--- src/rtl/sevseg_pkg.sv ---
// Shared definitions for the 4-digit multiplexed seven-segment scan logic:
// slot FSM encoding, active-low digit enable codes, BCD field offsets and
// small decode helpers used by the scan controller.
package sevseg_pkg;

    typedef enum logic [1:0] {
        S_GUARD = 2'd0,
        S_ON    = 2'd1,
        S_OFF   = 2'd2
    } scan_state_t;

    localparam logic [3:0] DIGIT_OFF = 4'b1111;

    localparam int unsigned UNITS_LSB     = 0;
    localparam int unsigned TENS_LSB      = 4;
    localparam int unsigned HUNDREDS_LSB  = 8;
    localparam int unsigned THOUSANDS_LSB = 12;

    // Active-low one-hot enable for the digit at slot index idx.
    function automatic logic [3:0] digit_enable(input logic [1:0] idx);
        logic [3:0] code;
        case (idx)
            2'd0:    code = 4'b1110;
            2'd1:    code = 4'b1101;
            2'd2:    code = 4'b1011;
            2'd3:    code = 4'b0111;
            default: code = DIGIT_OFF;
        endcase
        return code;
    endfunction

    // BCD nibble of value belonging to slot index idx.
    function automatic logic [3:0] bcd_field(input logic [15:0] value, input logic [1:0] idx);
        logic [3:0] nib;
        case (idx)
            2'd0:    nib = value[UNITS_LSB     +: 4];
            2'd1:    nib = value[TENS_LSB      +: 4];
            2'd2:    nib = value[HUNDREDS_LSB  +: 4];
            2'd3:    nib = value[THOUSANDS_LSB +: 4];
            default: nib = 4'd0;
        endcase
        return nib;
    endfunction

    // Per-slot blank mask for leading-zero suppression; units is never blanked.
    function automatic logic [3:0] lz_blank_mask(input logic [15:0] value, input logic enable);
        logic [3:0] mask;
        mask[3] = enable && (value[THOUSANDS_LSB +: 4] == 4'd0);
        mask[2] = mask[3] && (value[HUNDREDS_LSB +: 4] == 4'd0);
        mask[1] = mask[2] && (value[TENS_LSB +: 4] == 4'd0);
        mask[0] = 1'b0;
        return mask;
    endfunction

endpackage

--- src/rtl/sevseg_slot_timer.sv ---
// Slot timebase for the scan controller. tick_r/slot_idx_r describe the slot
// position of the cycle the controller's output registers will present after
// the next clock edge, so the strobes are used to load those registers.
module sevseg_slot_timer #(
    parameter int unsigned TICKS_PER_DIGIT = 50000,
    parameter int unsigned TICK_W          = $clog2(TICKS_PER_DIGIT)
) (
    input  logic              CLK,
    input  logic              RST_N,
    output logic [TICK_W-1:0] tick_r,
    output logic [1:0]        slot_idx_r,
    output logic              slot_start_s,
    output logic              frame_start_s
);

    localparam logic [TICK_W-1:0] LAST_TICK = TICK_W'(TICKS_PER_DIGIT - 1);

    // Advance the tick within the slot and step the 2-bit slot index at slot end.
    always_ff @(posedge CLK or negedge RST_N) begin
        if (!RST_N) begin
            tick_r     <= {TICK_W{1'b0}};
            slot_idx_r <= 2'd0;
        end else if (tick_r == LAST_TICK) begin
            tick_r     <= {TICK_W{1'b0}};
            slot_idx_r <= slot_idx_r + 2'd1;
        end else begin
            tick_r     <= tick_r + TICK_W'(1);
            slot_idx_r <= slot_idx_r;
        end
    end

    assign slot_start_s  = (tick_r == {TICK_W{1'b0}});
    assign frame_start_s = slot_start_s && (slot_idx_r == 2'd0);

endmodule

--- src/rtl/sevseg_scan_controller.sv ---
// Four-digit multiplexed seven-segment scan controller: time-slices digits
// with an anti-ghosting guard, applies PWM brightness within each slot,
// blanks leading zeros and double-buffers new values to frame boundaries.
module sevseg_scan_controller
    import sevseg_pkg::*;
#(
    parameter int unsigned TICKS_PER_DIGIT = 50000,
    parameter int unsigned GUARD_TICKS     = 500
) (
    input  logic        CLK,
    input  logic        RST_N,
    input  logic [15:0] VALUE,
    input  logic        LOAD,
    input  logic [3:0]  BRIGHTNESS,
    input  logic        BLANK_LZ,
    output logic [3:0]  DIGIT_DATA,
    output logic [3:0]  DIGIT,
    output logic        PENDING,
    output logic        FRAME_START
);

    localparam int unsigned TICK_W = $clog2(TICKS_PER_DIGIT);
    localparam int unsigned ON_W   = TICK_W + 1;
    localparam int unsigned CMP_W  = ON_W + 1;
    localparam int unsigned STEP   = TICKS_PER_DIGIT / 16;

    logic [TICK_W-1:0] tick_r;
    logic [1:0]        slot_idx_r;
    logic              slot_start_s;
    logic              frame_start_s;

    scan_state_t       state_r;
    logic [15:0]       shadow_r;
    logic [15:0]       display_r;
    logic              pending_r;
    logic [3:0]        blank_r;
    logic [ON_W-1:0]   on_ticks_r;
    logic [3:0]        digit_data_r;
    logic [3:0]        digit_r;
    logic              frame_start_r;

    logic [15:0]       display_next_s;
    logic [3:0]        blank_next_s;
    logic [3:0]        blank_cur_s;
    logic [ON_W-1:0]   on_cnt_s;
    logic [CMP_W-1:0]  tick_ext_s;
    logic [CMP_W-1:0]  win_end_s;
    logic              guard_s;
    logic              win_s;

    // Full brightness holds the digit on to the end of the slot.
    function automatic logic [ON_W-1:0] bright_ticks(input logic [3:0] level);
        logic [ON_W-1:0] n;
        if (level == 4'd15) begin
            n = ON_W'(TICKS_PER_DIGIT);
        end else begin
            n = ON_W'(level) * ON_W'(STEP);
        end
        return n;
    endfunction

    sevseg_slot_timer #(
        .TICKS_PER_DIGIT (TICKS_PER_DIGIT),
        .TICK_W          (TICK_W)
    ) u_slot_timer (
        .CLK           (CLK),
        .RST_N         (RST_N),
        .tick_r        (tick_r),
        .slot_idx_r    (slot_idx_r),
        .slot_start_s  (slot_start_s),
        .frame_start_s (frame_start_s)
    );

    // Frame-boundary value selection, blank mask and on-window decode for the upcoming cycle.
    always_comb begin
        display_next_s = display_r;
        blank_next_s   = blank_r;
        blank_cur_s    = blank_r;
        on_cnt_s       = on_ticks_r;
        if (frame_start_s) begin
            if (LOAD) begin
                display_next_s = VALUE;
            end else if (pending_r) begin
                display_next_s = shadow_r;
            end else begin
                display_next_s = display_r;
            end
            blank_next_s = lz_blank_mask(display_next_s, BLANK_LZ);
            blank_cur_s  = blank_next_s;
        end else begin
            blank_cur_s = blank_r;
        end
        if (slot_start_s) begin
            on_cnt_s = bright_ticks(BRIGHTNESS);
        end else begin
            on_cnt_s = on_ticks_r;
        end
        tick_ext_s = CMP_W'(tick_r);
        win_end_s  = CMP_W'(GUARD_TICKS) + CMP_W'(on_cnt_s);
        guard_s    = (tick_ext_s < CMP_W'(GUARD_TICKS));
        win_s      = (tick_ext_s < win_end_s) && !blank_cur_s[slot_idx_r];
    end

    // Slot FSM: guard -> on window -> off, with the digit enable registered alongside the state.
    always_ff @(posedge CLK or negedge RST_N) begin
        if (!RST_N) begin
            state_r <= S_GUARD;
            digit_r <= DIGIT_OFF;
        end else begin
            case (state_r)
                S_GUARD: begin
                    if (guard_s) begin
                        state_r <= S_GUARD;
                        digit_r <= DIGIT_OFF;
                    end else if (win_s) begin
                        state_r <= S_ON;
                        digit_r <= digit_enable(slot_idx_r);
                    end else begin
                        state_r <= S_OFF;
                        digit_r <= DIGIT_OFF;
                    end
                end
                S_ON: begin
                    if (guard_s) begin
                        state_r <= S_GUARD;
                        digit_r <= DIGIT_OFF;
                    end else if (win_s) begin
                        state_r <= S_ON;
                        digit_r <= digit_enable(slot_idx_r);
                    end else begin
                        state_r <= S_OFF;
                        digit_r <= DIGIT_OFF;
                    end
                end
                S_OFF: begin
                    if (guard_s) begin
                        state_r <= S_GUARD;
                        digit_r <= DIGIT_OFF;
                    end else if (slot_start_s && win_s) begin
                        state_r <= S_ON;
                        digit_r <= digit_enable(slot_idx_r);
                    end else begin
                        state_r <= S_OFF;
                        digit_r <= DIGIT_OFF;
                    end
                end
                default: begin
                    state_r <= S_GUARD;
                    digit_r <= DIGIT_OFF;
                end
            endcase
        end
    end

    // Shadow/display double buffer, slot latches and registered data outputs.
    always_ff @(posedge CLK or negedge RST_N) begin
        if (!RST_N) begin
            shadow_r      <= 16'd0;
            display_r     <= 16'd0;
            pending_r     <= 1'b0;
            blank_r       <= 4'd0;
            on_ticks_r    <= {ON_W{1'b0}};
            digit_data_r  <= 4'd0;
            frame_start_r <= 1'b0;
        end else begin
            frame_start_r <= frame_start_s;
            if (slot_start_s) begin
                on_ticks_r   <= on_cnt_s;
                digit_data_r <= bcd_field(display_next_s, slot_idx_r);
            end else begin
                on_ticks_r   <= on_ticks_r;
                digit_data_r <= digit_data_r;
            end
            if (frame_start_s) begin
                display_r <= display_next_s;
                blank_r   <= blank_next_s;
                pending_r <= 1'b0;
                shadow_r  <= LOAD ? VALUE : shadow_r;
            end else if (LOAD) begin
                display_r <= display_r;
                blank_r   <= blank_r;
                pending_r <= 1'b1;
                shadow_r  <= VALUE;
            end else begin
                display_r <= display_r;
                blank_r   <= blank_r;
                pending_r <= pending_r;
                shadow_r  <= shadow_r;
            end
        end
    end

    assign DIGIT_DATA  = digit_data_r;
    assign DIGIT       = digit_r;
    assign PENDING     = pending_r;
    assign FRAME_START = frame_start_r;

endmodule
--- config.mk ---
export PLATFORM = sky130hd
export DESIGN_NAME = sevseg_scan_controller
export DESIGN_NICKNAME = d
export VERILOG_FILES = /design/src/rtl/sevseg_pkg.sv /design/src/rtl/sevseg_slot_timer.sv /design/src/rtl/sevseg_scan_controller.sv
export SDC_FILE = /design/constraint.sdc
export NUM_CORES = 1
export LEC_CHECK = 0
export ABC_CLOCK_PERIOD_IN_PS = 4000
export CORE_UTILIZATION = 53
export DETAILED_ROUTE_END_ITERATION = 16
export PLACE_DENSITY_LB_ADDON = 0.1
export SETUP_SLACK_MARGIN = 0.3
export SLEW_MARGIN = 20
export SYNTH_ARGS = -nofsm -noshare
export SYNTH_HDL_FRONTEND = slang
export SYNTH_SLANG_ARGS = --single-unit
--- constraint.sdc ---
create_clock -name CLK -period 4 [get_ports CLK]
set_clock_uncertainty 0.1 [all_clocks]
set_input_delay 0.8 -clock CLK [delete_from_list [all_inputs] [get_ports CLK]]
set_output_delay 0.8 -clock CLK [all_outputs]
set_load 0.02 [all_outputs]
==> results.cfg, run 1 <==
[run_status]
status = finished with violations
violations = setup timing

[logic_synthesis]
synth_warnings = 0
async_flop_share_pct = 100
yosysSeqAreaShare_pct = 39.8
synth_ff_type = dfrtp_1
synth_area_sq_um = 5230
synth_enable_flop_cells = 0
synthCells = 550
syn_nets = 618
synth_area_per_cell_sq_um = 9.50
post_synth_num_cell_types = 64
ys_ff_latch = 83

[setup_path]
r2r-end = state_r[0]
start_kind = input pin
critPathBufInv = 3
rr_worst_depth = 18
crit_chain = buf_12 > ha_4 > xor2_2 > ha_2 > a21o_1 > ha_4 > and3_4 > a211oi_4 > nand3_1 > o311ai_1 > buf_4 > a22oi_1 > nor4b_4 > buf_4 > xnor2_1 > ha_1 > and4_1 > a211oi_2 > o21ai_2 > o31ai_2 > a211o_2 > and4_1
critPathMaxStageDelay_ns = 0.40
critPathRequiredTime_ns = 4.15
critPathMaxFanout = 6
crit_type = input pin to flop
cp.arrival_ns = 4.82
cp_top_family = compound AO/OA/AOI/OAI gates
reg2reg_slack_ns = -0.32
crit_path_end_kind = flop
r2r_start = u_slot_timer.tick_r[13]
slowest_stage = a211o_2

[floorplanning]
boundaryPins = 34
die-area_sq_um = 10300
rows = 35
start_util_pct = 55.5
fp.dieW_microns = 101
die_h_microns = 101
core_sq_um = 9420

[cells_and_area]
seq_area_sq_um = 2080
antennaDiodeCount = 0
final_nets = 741
final_layout_size_suffix_gt1_share_pct = 27.1
multi_input_area_sq_um = 3220
area_delta_synth_final_pct = 30.8
fillers = 700

[power_and_ir_drop]
irDropWorstVdd_uv = 221
p_leak_nw = 3.29
powerDensity_nw_per_um2 = 306
totalPowerFinal_w = 0.00209

[sta]
drv_slew = 0
whs_ns = 0.326
finalHoldViolCount = 0
rsz0062_at_grt = true
fin_ws_ns = -0.665
setup_violations = 6
min_period_over_period_pct = 117
period_needed_ns = 4.67
max_freq_mhz = 214
relSlewSlack_pct = 41.7
max_slew.worst_pin.slew_ns = 0.872

[routing]
vias = 4533
post_drt_via_cell_ratio = 5.62
routed_wl_microns = 13000
drt_iter0_markers = 222
wl_per_cell_microns = 16.1
ant_nets = 0
firstDrtPassIters = 5
route.detailed.drc = 0

[clocking]
clk_path_buf_depth = 2
worstSkewPairLatency_ns = 0.37
cts_tree = yes
cts_made_buffers = 9
htree_levels = 3
clock-sinks = 83
cts.reportedPaths.clkPinSlew_ns = 0.10
clockRootBuffer = clkbuf_8

[global_route]
antenna_found_initial = 0
grt_pass1_wl_microns = 22300
grt_usage_pct = 27.7
first_global_vias = 4692
grt_overflow = 0
grt_max_degree = 84

[placement]
io_buffers = 33
dp_hpwl_microns = 9540
place.gp.congestion = 0.837

[hold_path]
hold_class = input pin to asynchronous set/reset pin

[flow_run]
cap_violations = 0
routing by layer:
| layer | vias up | routed length (microns) | global-route usage (%) |
|---|---|---|---|
| li1 | 2206 | - | - |
| met1 | 2194 | 5630 | 34.1 |
| met2 | 101 | 6510 | 49.4 |
| met3 | 32 | 526 | 4.55 |
| met4 | 0 | 295 | 9.36 |
| met5 | - | 0 | 0 |
per-stage QoR:
step           std cells  worst slack [ns]  cell area, sq um  setup TNS, ns  utilization [%]
2_1_floorplan        550            -0.648              5320          -3.54                -
3_3_place_gp         781             -1.47              6390          -8.67             67.9
3_5_place_dp         781             -1.64              6390          -9.71             67.9
4_1_cts              805            -0.553              6770          -3.01             71.9
5_1_grt              807            -0.883              6830          -4.97             72.6
6_report             807            -0.665              6830          -3.61             72.6
where the power goes:
| group | switching, W | total (W) | internal, W |
|---|---|---|---|
| Sequential | 0.0000378 | 0.000935 | 0.000897 |
| Combinational | 0.000287 | 0.000579 | 0.000292 |
| Clock | 0.000344 | 0.000579 | 0.000235 |
worst max path at each step:
| stage | start | end | slack, ns | depth (start not counted) |
|---|---|---|---|---|
| 2_1_floorplan | BRIGHTNESS[1] | state_r[0] | -0.65 | 20 |
| 3_3_place_gp | BRIGHTNESS[1] | state_r[0] | -1.47 | 21 |
| 3_5_place_dp | BRIGHTNESS[1] | state_r[0] | -1.64 | 21 |
| 4_1_cts | BRIGHTNESS[3] | state_r[0] | -0.55 | 22 |
| 5_1_grt | BRIGHTNESS[1] | state_r[0] | -0.88 | 21 |
| 6_report | BRIGHTNESS[1] | state_r[0] | -0.67 | 22 |
state kept, by name (all words and copies together) (netlist names):
| register | flops |
|---|---|
| on_ticks_r | 17 |
| display_r | 16 |
| shadow_r | 16 |
| u_slot_timer.tick_r | 16 |
| DIGIT | 4 |
| DIGIT_DATA | 4 |
| blank_r | 4 |
| state_r | 2 |
| u_slot_timer.slot_idx_r | 2 |
| FRAME_START | 1 |
| PENDING | 1 |
cells in the final DEF, fill, tap and decap left out, drive strengths merged, types with 16 or more instances in the layout:
cell and n:
xnor2 16, clkdlybuf4s50 28, buf 101, o21ai 41
mux2 16, mux2i 18, ha 44, dfrtp 79
nand3 22, xor2 17, nand2 69, inv 31
nor2 38
cells in the mapped netlist (10+ instances only):
master	number	area [sq um]
nand2_1	69	259
nor2_1	38	143
ha_1	44	551
nand3_1	22	110
o21ai_0	40	200
xor2_1	17	149
inv_1	28	105
mux2_2	15	169
a21oi_1	13	65.1
mux2i_1	18	180
and2_1	10	62.6
clkbuf_1	15	56.3
xnor2_1	16	140
dfrtp_1	79	1980
repair_timing:
item,4_1_cts,5_1_grt
resized for setup,45,8
hold buffers,0,0
setup buffers,8,2
setup endpoints to repair,7,6
pin swaps,27,15
kinds of logic after synthesis:
family	share of synthesized area (%)
flops	39.8
xor+xnor	5.53
buf+inv	3.33
fa+ha+maj	10.5
simple gates	19.4
mux	6.97
compound gates	14.4
layout make-up:
class | instances | share of cell area, %
Clock inverter | 7 | 0.861
Clock buffer | 9 | 1.81
Timing Repair Buffer | 130 | 15.8
Inverter | 28 | 1.54
Multi-Input combinational cell | 421 | 47.2
Tap cell | 129 | 2.36
Sequential cell | 83 | 30.5
Power figures use the tool's default switching activity.
==> run 2, diff against run 1 <==
==> constraint.sdc (replaced) <==
create_clock -name CLK -period 4 [get_ports CLK]
set_clock_uncertainty 0.1 [all_clocks]
set_input_delay 0.8 -clock CLK [delete_from_list [all_inputs] [get_ports CLK]]
set_output_delay 0.8 -clock CLK [all_outputs]
set_load 0.01 [all_outputs]
==> results of run 2 <==
The final DEF is identical to that of run 1. Status: finished with violations: setup timing.
